## config.mk

```make
export PLATFORM = sky130hd
export DESIGN_NAME = conv_col_gen
export DESIGN_NICKNAME = d
export VERILOG_FILES = /design/src/rtl/conv_col_gen.sv
export SDC_FILE = /design/constraint.sdc
export NUM_CORES = 1
export LEC_CHECK = 0
export CAP_MARGIN = 25
export CELL_PAD_IN_SITES_DETAIL_PLACEMENT = 0
export CELL_PAD_IN_SITES_GLOBAL_PLACEMENT = 2
export CORE_MARGIN = 5
export CORE_UTILIZATION = 28
export DETAILED_ROUTE_END_ITERATION = 7
export DONT_BUFFER_PORTS = 1
export PLACE_DENSITY_LB_ADDON = 0.3
export SYNTH_ARGS = -nofsm -noshare
export SYNTH_HDL_FRONTEND = slang
export SYNTH_SLANG_ARGS = --single-unit
export TNS_END_PERCENT = 5
```

## constraint.sdc

```tcl
create_clock -name clk -period 6.2 [get_ports clk]
set_input_delay 0.31 -clock clk [delete_from_list [all_inputs] [get_ports clk]]
set_output_delay 0.31 -clock clk [all_outputs]
set_load 0.05 [all_outputs]
```

## src/rtl/conv_col_gen.sv

```systemverilog
// conv_col_gen: raster-to-column generator with two line buffers and an end-of-frame flush row
// Ports:
//   clk, arst        clock and asynchronous active-high reset
//   in_vld_i/in_rdy_o/in_dat_i/in_sof_i   raster pixel input handshake, sof resyncs to (0,0)
//   col_push_o       one column per accepted pixel or flush step, no backpressure
//   col_vld_o        per-row real-data flags, 0 marks padding rows
//   col_dat_o        column pixels, [N-1] newest row, [0] oldest row
//   col_pos_o        {flush, last_row, first_row, eol, sol}
module conv_col_gen #(
    parameter int KERNEL_DIAMETER_N = 3,
    parameter int PIXEL_W           = 8,
    parameter int IMAGE_W           = 8,
    parameter int IMAGE_H           = 4,
    parameter int KERNEL_POS_W      = 5
) (
    input  logic                                            clk,
    input  logic                                            arst,
    input  logic                                            in_vld_i,
    output logic                                            in_rdy_o,
    input  logic [PIXEL_W-1:0]                              in_dat_i,
    input  logic                                            in_sof_i,
    output logic                                            col_push_o,
    output logic [KERNEL_DIAMETER_N-1:0]                    col_vld_o,
    output logic [KERNEL_DIAMETER_N-1:0][PIXEL_W-1:0]       col_dat_o,
    output logic [KERNEL_POS_W-1:0]                         col_pos_o
);
    localparam int XW = $clog2(IMAGE_W);
    localparam int YW = $clog2(IMAGE_H);
    localparam logic [XW-1:0] X_LAST = XW'(IMAGE_W - 1);
    localparam logic [YW-1:0] Y_LAST = YW'(IMAGE_H - 1);

    typedef enum logic {STREAM, FLUSH} state_t;

    state_t             r_state;
    logic [XW-1:0]      r_x;
    logic [XW-1:0]      r_fx;
    logic [YW-1:0]      r_y;
    logic [PIXEL_W-1:0] r_lb0 [IMAGE_W];
    logic [PIXEL_W-1:0] r_lb1 [IMAGE_W];

    logic               w_acc;
    logic [XW-1:0]      w_cx;
    logic [YW-1:0]      w_cy;
    logic               w_last_x;
    logic               w_last_y;
    logic               w_v1;
    logic               w_v0;
    logic [PIXEL_W-1:0] w_rd0;
    logic [PIXEL_W-1:0] w_rd1;
    logic [PIXEL_W-1:0] w_d1;
    logic [PIXEL_W-1:0] w_d0;

    assign in_rdy_o = (r_state == STREAM);
    assign w_acc    = in_vld_i & in_rdy_o;
    // sof forces the effective position to (0,0) whatever the counters say
    assign w_cx     = in_sof_i ? '0 : r_x;
    assign w_cy     = in_sof_i ? '0 : r_y;
    assign w_last_x = (w_cx == X_LAST);
    assign w_last_y = (w_cy == Y_LAST);
    // validity comes from the row index, so stale buffer data is always masked
    assign w_v1     = (w_cy != '0);
    assign w_v0     = (w_cy > YW'(1));
    assign w_rd0    = r_lb0[w_cx];
    assign w_rd1    = r_lb1[w_cx];
    assign w_d1     = w_v1 ? w_rd1 : '0;
    assign w_d0     = w_v0 ? w_rd0 : '0;

    always_ff @(posedge clk or posedge arst) begin
        if (arst) begin
            r_state    <= STREAM;
            r_x        <= '0;
            r_y        <= '0;
            r_fx       <= '0;
            col_push_o <= 1'b0;
            col_vld_o  <= '0;
            col_dat_o  <= '0;
            col_pos_o  <= '0;
        end else begin
            col_push_o <= 1'b0;
            col_vld_o  <= '0;
            col_dat_o  <= '0;
            col_pos_o  <= '0;
            if (w_acc) begin
                col_push_o <= 1'b1;
                col_vld_o  <= {1'b1, w_v1, w_v0};
                col_dat_o  <= {in_dat_i, w_d1, w_d0};
                col_pos_o  <= {1'b0, w_last_y, w_cy == '0, w_last_x, w_cx == '0};
                r_x        <= w_last_x ? '0 : w_cx + XW'(1);
                r_y        <= w_last_x ? (w_last_y ? '0 : w_cy + YW'(1)) : w_cy;
                if (w_last_x && w_last_y) begin
                    r_state <= FLUSH;
                    r_fx    <= '0;
                end
            end else if (r_state == FLUSH) begin
                col_push_o <= 1'b1;
                col_vld_o  <= 3'b011;
                col_dat_o  <= {{PIXEL_W{1'b0}}, r_lb1[r_fx], r_lb0[r_fx]};
                col_pos_o  <= {2'b11, 1'b0, r_fx == X_LAST, r_fx == '0};
                r_fx       <= (r_fx == X_LAST) ? '0 : r_fx + XW'(1);
                if (r_fx == X_LAST) r_state <= STREAM;
            end
        end
    end

    // each accepted pixel shifts its column up one row in the buffers
    always_ff @(posedge clk) begin
        if (w_acc) begin
            r_lb0[w_cx] <= w_rd1;
            r_lb1[w_cx] <= in_dat_i;
        end
    end
endmodule

```

==> impl_metrics.yaml, run 1 <==
die:
  start_util_pct: 28.4
  placementRows: 60
  core-area_sq_mm: 0.0270
  chipWidth_um: 176
  design.portCount: 46
  die-area_sq_mm: 0.0309
  die_h_um: 176
cts:
  clk_pin_slew_ns: 0.07
  htree_levels: 4
  ctsLongestPathBuffers: 2
  cts_tree: "built"
  cts_made_buffers: 17
  cts-resized-gates: 0
  hold_buffers: 10
  worstSkewPairLatency_ns: 0.43
  post_cts_buffers: 0
  cts_num_sinks: 170
  clockRootBuffer: "clkbuf_16"
sta:
  maxSlewHeadroom_pct: 33.6
  finalHoldViolCount: 0
  rsz0062_at_grt: "false"
  fin_crit_sh_pct: 43.2
  worst_pin_slew_ns: 0.992
  tns_ns: 0
  slew_violations: 0
  layout_min_cycle_time_ns: 2.68
  max_freq_mhz: 373
  fin_skew_ns: 0.0200
  finalSetupViolCount: 0
power_and_ir_drop:
  intPower_mw: 1.91
  clkPwrFrac_pct: 39.4
  ir_worst_vdd_uv: 173
  seqPwrFrac_pct: 51.7
  switching_share_pct: 25.6
  p_leak_nw: 3.20
  cellPowerDensity_mw_per_mm2: 296
  power.share.combinational_pct: 8.9
  fin_total_pwr_mw: 2.57
  switching_power_mw: 0.658
grt:
  grt_pass1_vias: 4604
  overflow: 0
  grt_max_degree: 43
  grt_use_total_pct: 14.1
  grt_first_pass_wirelength_mm: 31.7
  antenna_found_initial: 1
setup_path:
  rr_startpoint: "r_x[0]$_DFFE_PP0P_"
  startpoint: "r_x[0]$_DFFE_PP0P_"
  crit_path_max_incr_delay_ns: 0.64
  path_buf_inv: 2
  cp_num_cells: 5
  worstSetupStartpointType: "flop"
  rr_worst_depth: 5
  crit_fanout: 29
  r2r_end: "r_lb0[7][3]$_DFFE_PP_"
  cp_cell_sequence: "buf_4, mux2i_1, o22ai_1, nor3_1, inv_1"
  ff2ff_setup_slack_ns: 3.52
  cp_top_family: "buffers and inverters"
  setup.worst_path.class: "reg2reg"
  worstPathArrival_ns: 2.79
  crit_path_end_kind: "flop"
  endpoint: "r_lb0[7][3]$_DFFE_PP_"
  slowest_stage: "dfrtp_1"
  required_ns: 6.30
route:
  drt_wl_total_mm: 21.4
  vias_per_cell: 5.15
  remaining_drc_errors: 0
  drtAntennaViolNets: 0
  wire_per_inst_um: 23.9
  via_count: 4613
  drtPass1Iterations: 5
  drt-initial-drc-count: 379
synthesis:
  synthArstFlopShare_pct: 24.7
  syn_area_per_cell_sq_um: 14.4
  yosys_warnings: 0
  synth_top_area_share_pct: 50.0
  synth-edff-count: 128
  ys_types: 43
  synth.most_common_cell: "edfxtp_1"
  syn-num-nets: 553
  synth_top_cell_by_area: "edfxtp_1"
  netlist_instances: 533
  ys_seq_area_share_pct: 63.7
  ys_ff_latch: 170
  synth_commonest_cells: "128 x edfxtp_1, 74 x nand2_1, 47 x mux2i_1, 42 x dfrtp_1, 26 x mux4_2"
  ys_top_cells_by_area: "edfxtp_1 50%, dfrtp_1 14%, mux4_2 7.6%"
  synth-main-ff-cell: "edfxtp_1"
  syn-cell-area_sq_mm: 0.00768
placed_design:
  place_hpwl_mm: 13.3
  place_congestion: 0.785
  io_buffers: 0
min_path:
  hold_class: "in2reg"
outcome:
  status: "finished clean"
cells_and_area:
  drive_gt1_share_pct: 14.1
  n_antenna_cell: 0
  fill_cells: 2688
  nets: 561
  synthToLayoutAreaGrowth_pct: 12.8
flow_run:
  drv_cap: 0
==> cells in the final DEF, fill, tap and decap left out, types with 2 or more instances in the layout <==
cell type      count
a21oi_1            9
a22o_1             2
a32oi_1            8
a41o_1             8
and2_1             8
buf_4             14
clkbuf_16         17
clkinv_1           3
clkinv_2           4
clkinvlp_4         2
dfrtp_1           41
dlygate4sd3_1     10
edfxtp_1         128
ha_1               8
inv_1             16
inv_2              2
inv_6              5
mux2i_1           47
mux4_1             6
mux4_2            26
nand2_1           74
nand2b_1          11
nand3_1           18
nand3b_1           8
nor2_1            21
nor2b_1            3
nor3_1             7
nor3b_2            2
o21ai_0           14
o22ai_1           15
or3b_1             2
==> worst min path at each step <==
stage	startpoint	to	depth (start not counted)
finish	in_dat_i[7]	col_dat_o[23]$_DFF_PP0_	1
global route	in_dat_i[7]	col_dat_o[23]$_DFF_PP0_	1
CTS	in_dat_i[7]	col_dat_o[23]$_DFF_PP0_	1
detailed placement	in_dat_i[5]	r_lb1[6][5]$_DFFE_PP_	0
global placement	arst	col_vld_o[1]$_DFF_PP0_	2
floorplan	in_dat_i[0]	r_lb1[0][0]$_DFFE_PP_	0
==> stage by stage <==
step / hold slack [ns] / worst slack, ns / util, % / instance area (sq um) / std cells
5_1_grt: 0.0104 / 3.21 / 32.1 / 8670 / 895
3_3_place_gp: 0.405 / 3.45 / 29.6 / 8010 / 852
6_report: 0.0235 / 3.52 / 32.1 / 8670 / 895
3_5_place_dp: 0.409 / 3.44 / 29.7 / 8030 / 853
4_1_cts: 0.00972 / 3.42 / 32.1 / 8670 / 895
2_1_floorplan: 0.409 / 3.97 / - / 7680 / 533
==> sequential cells by signal (all words and copies together), names as in the netlist <==
register	cells
r_lb0	64
r_lb1	64
col_dat_o	24
col_pos_o	5
col_vld_o	3
r_fx	3
r_x	3
r_y	2
col_push_o	1
r_state	1
==> cell type report <==
type                       instances  area [sq um]  share of cell area, %
clock buffer                      18           429                   4.95
clock inverter                    14           116                   1.34
inverter                          19          71.3                  0.823
multi-input combinational        308          2510                   28.9
sequential                       170          4900                   56.5
tap                              341           427                   4.92
timing repair buffer              25           225                   2.60
==> cell families (layout without fill, tap and decap cells) <==
kind of cell	after synthesis	in the layout	synth area share, %
multiplexers	80	80	15.9
flip-flops	170	170	63.7
adder cells (fa/ha/maj)	8	8	1.30
AND/OR/NAND/NOR	158	158	9.75
buffers and inverters	55	76	3.73
AO/OA/AOI/OAI	62	62	5.58
==> power groups by stage <==
stage | combinational (mW) | sequential (mW) | clock [mW]
6_report | 0.228 | 1.33 | 1.01
5_1_grt | 0.252 | 1.33 | 1.08
4_1_cts | 0.232 | 1.33 | 1.03
3_5_place_dp | 0.219 | 1.35 | 0
3_3_place_gp | 0.218 | 1.35 | 0
2_1_floorplan | 0.157 | 1.34 | 0
==> per-layer routing <==
layer	vias to the layer above	track usage (%)	wire length, um
met5	-	0	21
met4	4	4.29	325
met3	22	4.39	1450
met2	147	21.0	9600
met1	2422	19.8	10000
li1	2018	-	-
Note: power is estimated with default switching activity, not from simulation.
==> run 2, diff against run 1 <==
==> constraint.sdc (replaced) <==
create_clock -name clk -period 2.75 [get_ports clk]
set_input_delay 0.1375 -clock clk [delete_from_list [all_inputs] [get_ports clk]]
set_output_delay 0.1375 -clock clk [all_outputs]
set_load 0.05 [all_outputs]
==> impl_metrics.yaml, run 2 (synthesis results as in run 1) <==
route:
  via_count: 4584
  drt_wl_total_mm: 20.1
  remaining_drc_errors: 0
  drt-initial-drc-count: 427
  wire_per_inst_um: 22.0
  drtAntennaViolNets: 0
  vias_per_cell: 5.02
  drtPass1Iterations: 4
cts:
  worstSkewPairLatency_ns: 0.43
  clockRootBuffer: "clkbuf_16"
  cts_num_sinks: 170
  ctsLongestPathBuffers: 2
  post_cts_buffers: 0
  cts_made_buffers: 17
  cts_tree: "built"
  clk_pin_slew_ns: 0.06
  htree_levels: 4
setup_path:
  worstSetupStartpointType: "flop"
  endpoint: "col_dat_o[15]$_DFF_PP0_"
  ff2ff_setup_slack_ns: 0.65
  startpoint: "r_x[0]$_DFFE_PP0P_"
  rr_worst_depth: 5
  crit_path_end_kind: "flop"
  r2r_end: "col_dat_o[15]$_DFF_PP0_"
  setup.worst_path.class: "reg2reg"
  rr_startpoint: "r_x[0]$_DFFE_PP0P_"
  crit_fanout: 18
  required_ns: 3.06
  worstPathArrival_ns: 2.41
placed_design:
  io_buffers: 0
  dpl.cell_count: 871
  place_congestion: 0.791
  pre_cts_ws_ns: 0.643
  post_dp_cell_area_sq_mm: 0.00819
  place_hpwl_mm: 12.9
die:
  die-area_sq_mm: 0.0309
  design.portCount: 46
  core-area_sq_mm: 0.0270
  placementRows: 60
  die_h_um: 176
  start_util_pct: 28.4
  chipWidth_um: 176
cells_and_area:
  final_common_cell: "edfxtp_1"
  nets: 580
  stdcell_area_sq_mm: 0.00888
  largest_registers: "r_lb0: 64 flops, r_lb1: 64 flops, col_dat_o: 24 flops"
  synthToLayoutAreaGrowth_pct: 15.6
  final_cell_mix: "128 x edfxtp_1, 74 x nand2_1, 47 x mux2i_1, 41 x dfrtp_1, 30 x buf_4"
  fin_cells: 914
  n_antenna_cell: 0
  drive_gt1_share_pct: 16.9
sta:
  rsz0062_at_grt: "false"
  maxSlewHeadroom_pct: 38.5
  worst_pin_slew_ns: 0.919
  fin_skew_ns: 0.00919
  fin_crit_sh_pct: 76.4
  layout_min_cycle_time_ns: 2.10
  slew_violations: 0
  setup_ws_ns: 0.648
  max_freq_mhz: 476
  tns_ns: 0
  finalSetupViolCount: 0
  finalHoldViolCount: 0
outcome:
  status: "finished clean"
power_and_ir_drop:
  cellPowerDensity_mw_per_mm2: 665
  p_leak_nw: 3.32
  ir_worst_vdd_uv: 405
grt:
  overflow: 0
  antenna_found_initial: 1
  grt_max_degree: 37
  grt_first_pass_wirelength_mm: 30.7
  grt_use_total_pct: 13.5
  grt_pass1_vias: 4812
min_path:
  hold_class: "in2reg"
flow_run:
  drv_cap: 0
-- run 2: critical path, stage by stage, from the launching register on --
cell     delay (ns)
dfrtp_1        0.54
nor2b_2        0.34
inv_2          0.23
o22a_1         0.22
o211a_1        0.34
a32o_1         0.32
-- run 2: timing repair --
| action | in CTS | in global routing |
|---|---|---|
| setup endpoints to repair | 0 | 0 |
| endpoints found under the hold margin | 105 | 0 |
| hold buffers | 11 | 0 |
| resized for setup | 0 | 0 |
-- run 2: metrics by stage --
step / power, mW / hold WS (ns) / utilization, %
after floorplan: 3.37 / 0.236 / -
after global placement: 3.54 / 0.186 / 30.3
after detailed placement: 3.55 / 0.201 / 30.3
after CTS: 5.97 / 0.0135 / 32.9
after global routing: 6.13 / 0.0319 / 32.9
final: 5.91 / 0.0252 / 32.9
-- run 2: power by group --
part | internal [mW] | switching (mW) | leakage, nW | total [mW]
registers | 2.90 | 0.0888 | 1.73 | 2.99
clock network | 1.37 | 1.02 | 0.285 | 2.39
logic | 0.187 | 0.338 | 1.31 | 0.525
-- run 2: cell type report --
type | instances | area (sq um)
Clock buffer | 20 | 447
Fill cell | 2644 | 18100
Tap cell | 341 | 427
Sequential cell | 170 | 4900
Multi-Input combinational cell | 308 | 2510
Timing Repair Buffer | 44 | 395
Inverter | 19 | 71.3
Clock inverter | 12 | 139
-- run 2: worst min-delay path by stage --
stage	cells past startpoint	startpoint	slack [ns]	endpoint
floorplan	0	in_dat_i[0]	0.24	r_lb1[0][0]$_DFFE_PP_
global placement	1	arst	0.19	col_vld_o[1]$_DFF_PP0_
detailed placement	1	arst	0.20	col_vld_o[1]$_DFF_PP0_
CTS	2	in_sof_i	0.01	r_y[0]$_DFFE_PP0P_
global route	2	in_sof_i	0.03	r_y[0]$_DFFE_PP0P_
finish	2	in_sof_i	0.03	r_y[0]$_DFFE_PP0P_
-- run 2: metal layers --
metal	part of all wire, %	track usage (%)
met5	0.035	0
met4	2.1	4.68
met3	4.9	3.47
met2	47	21.3
met1	46	18.2
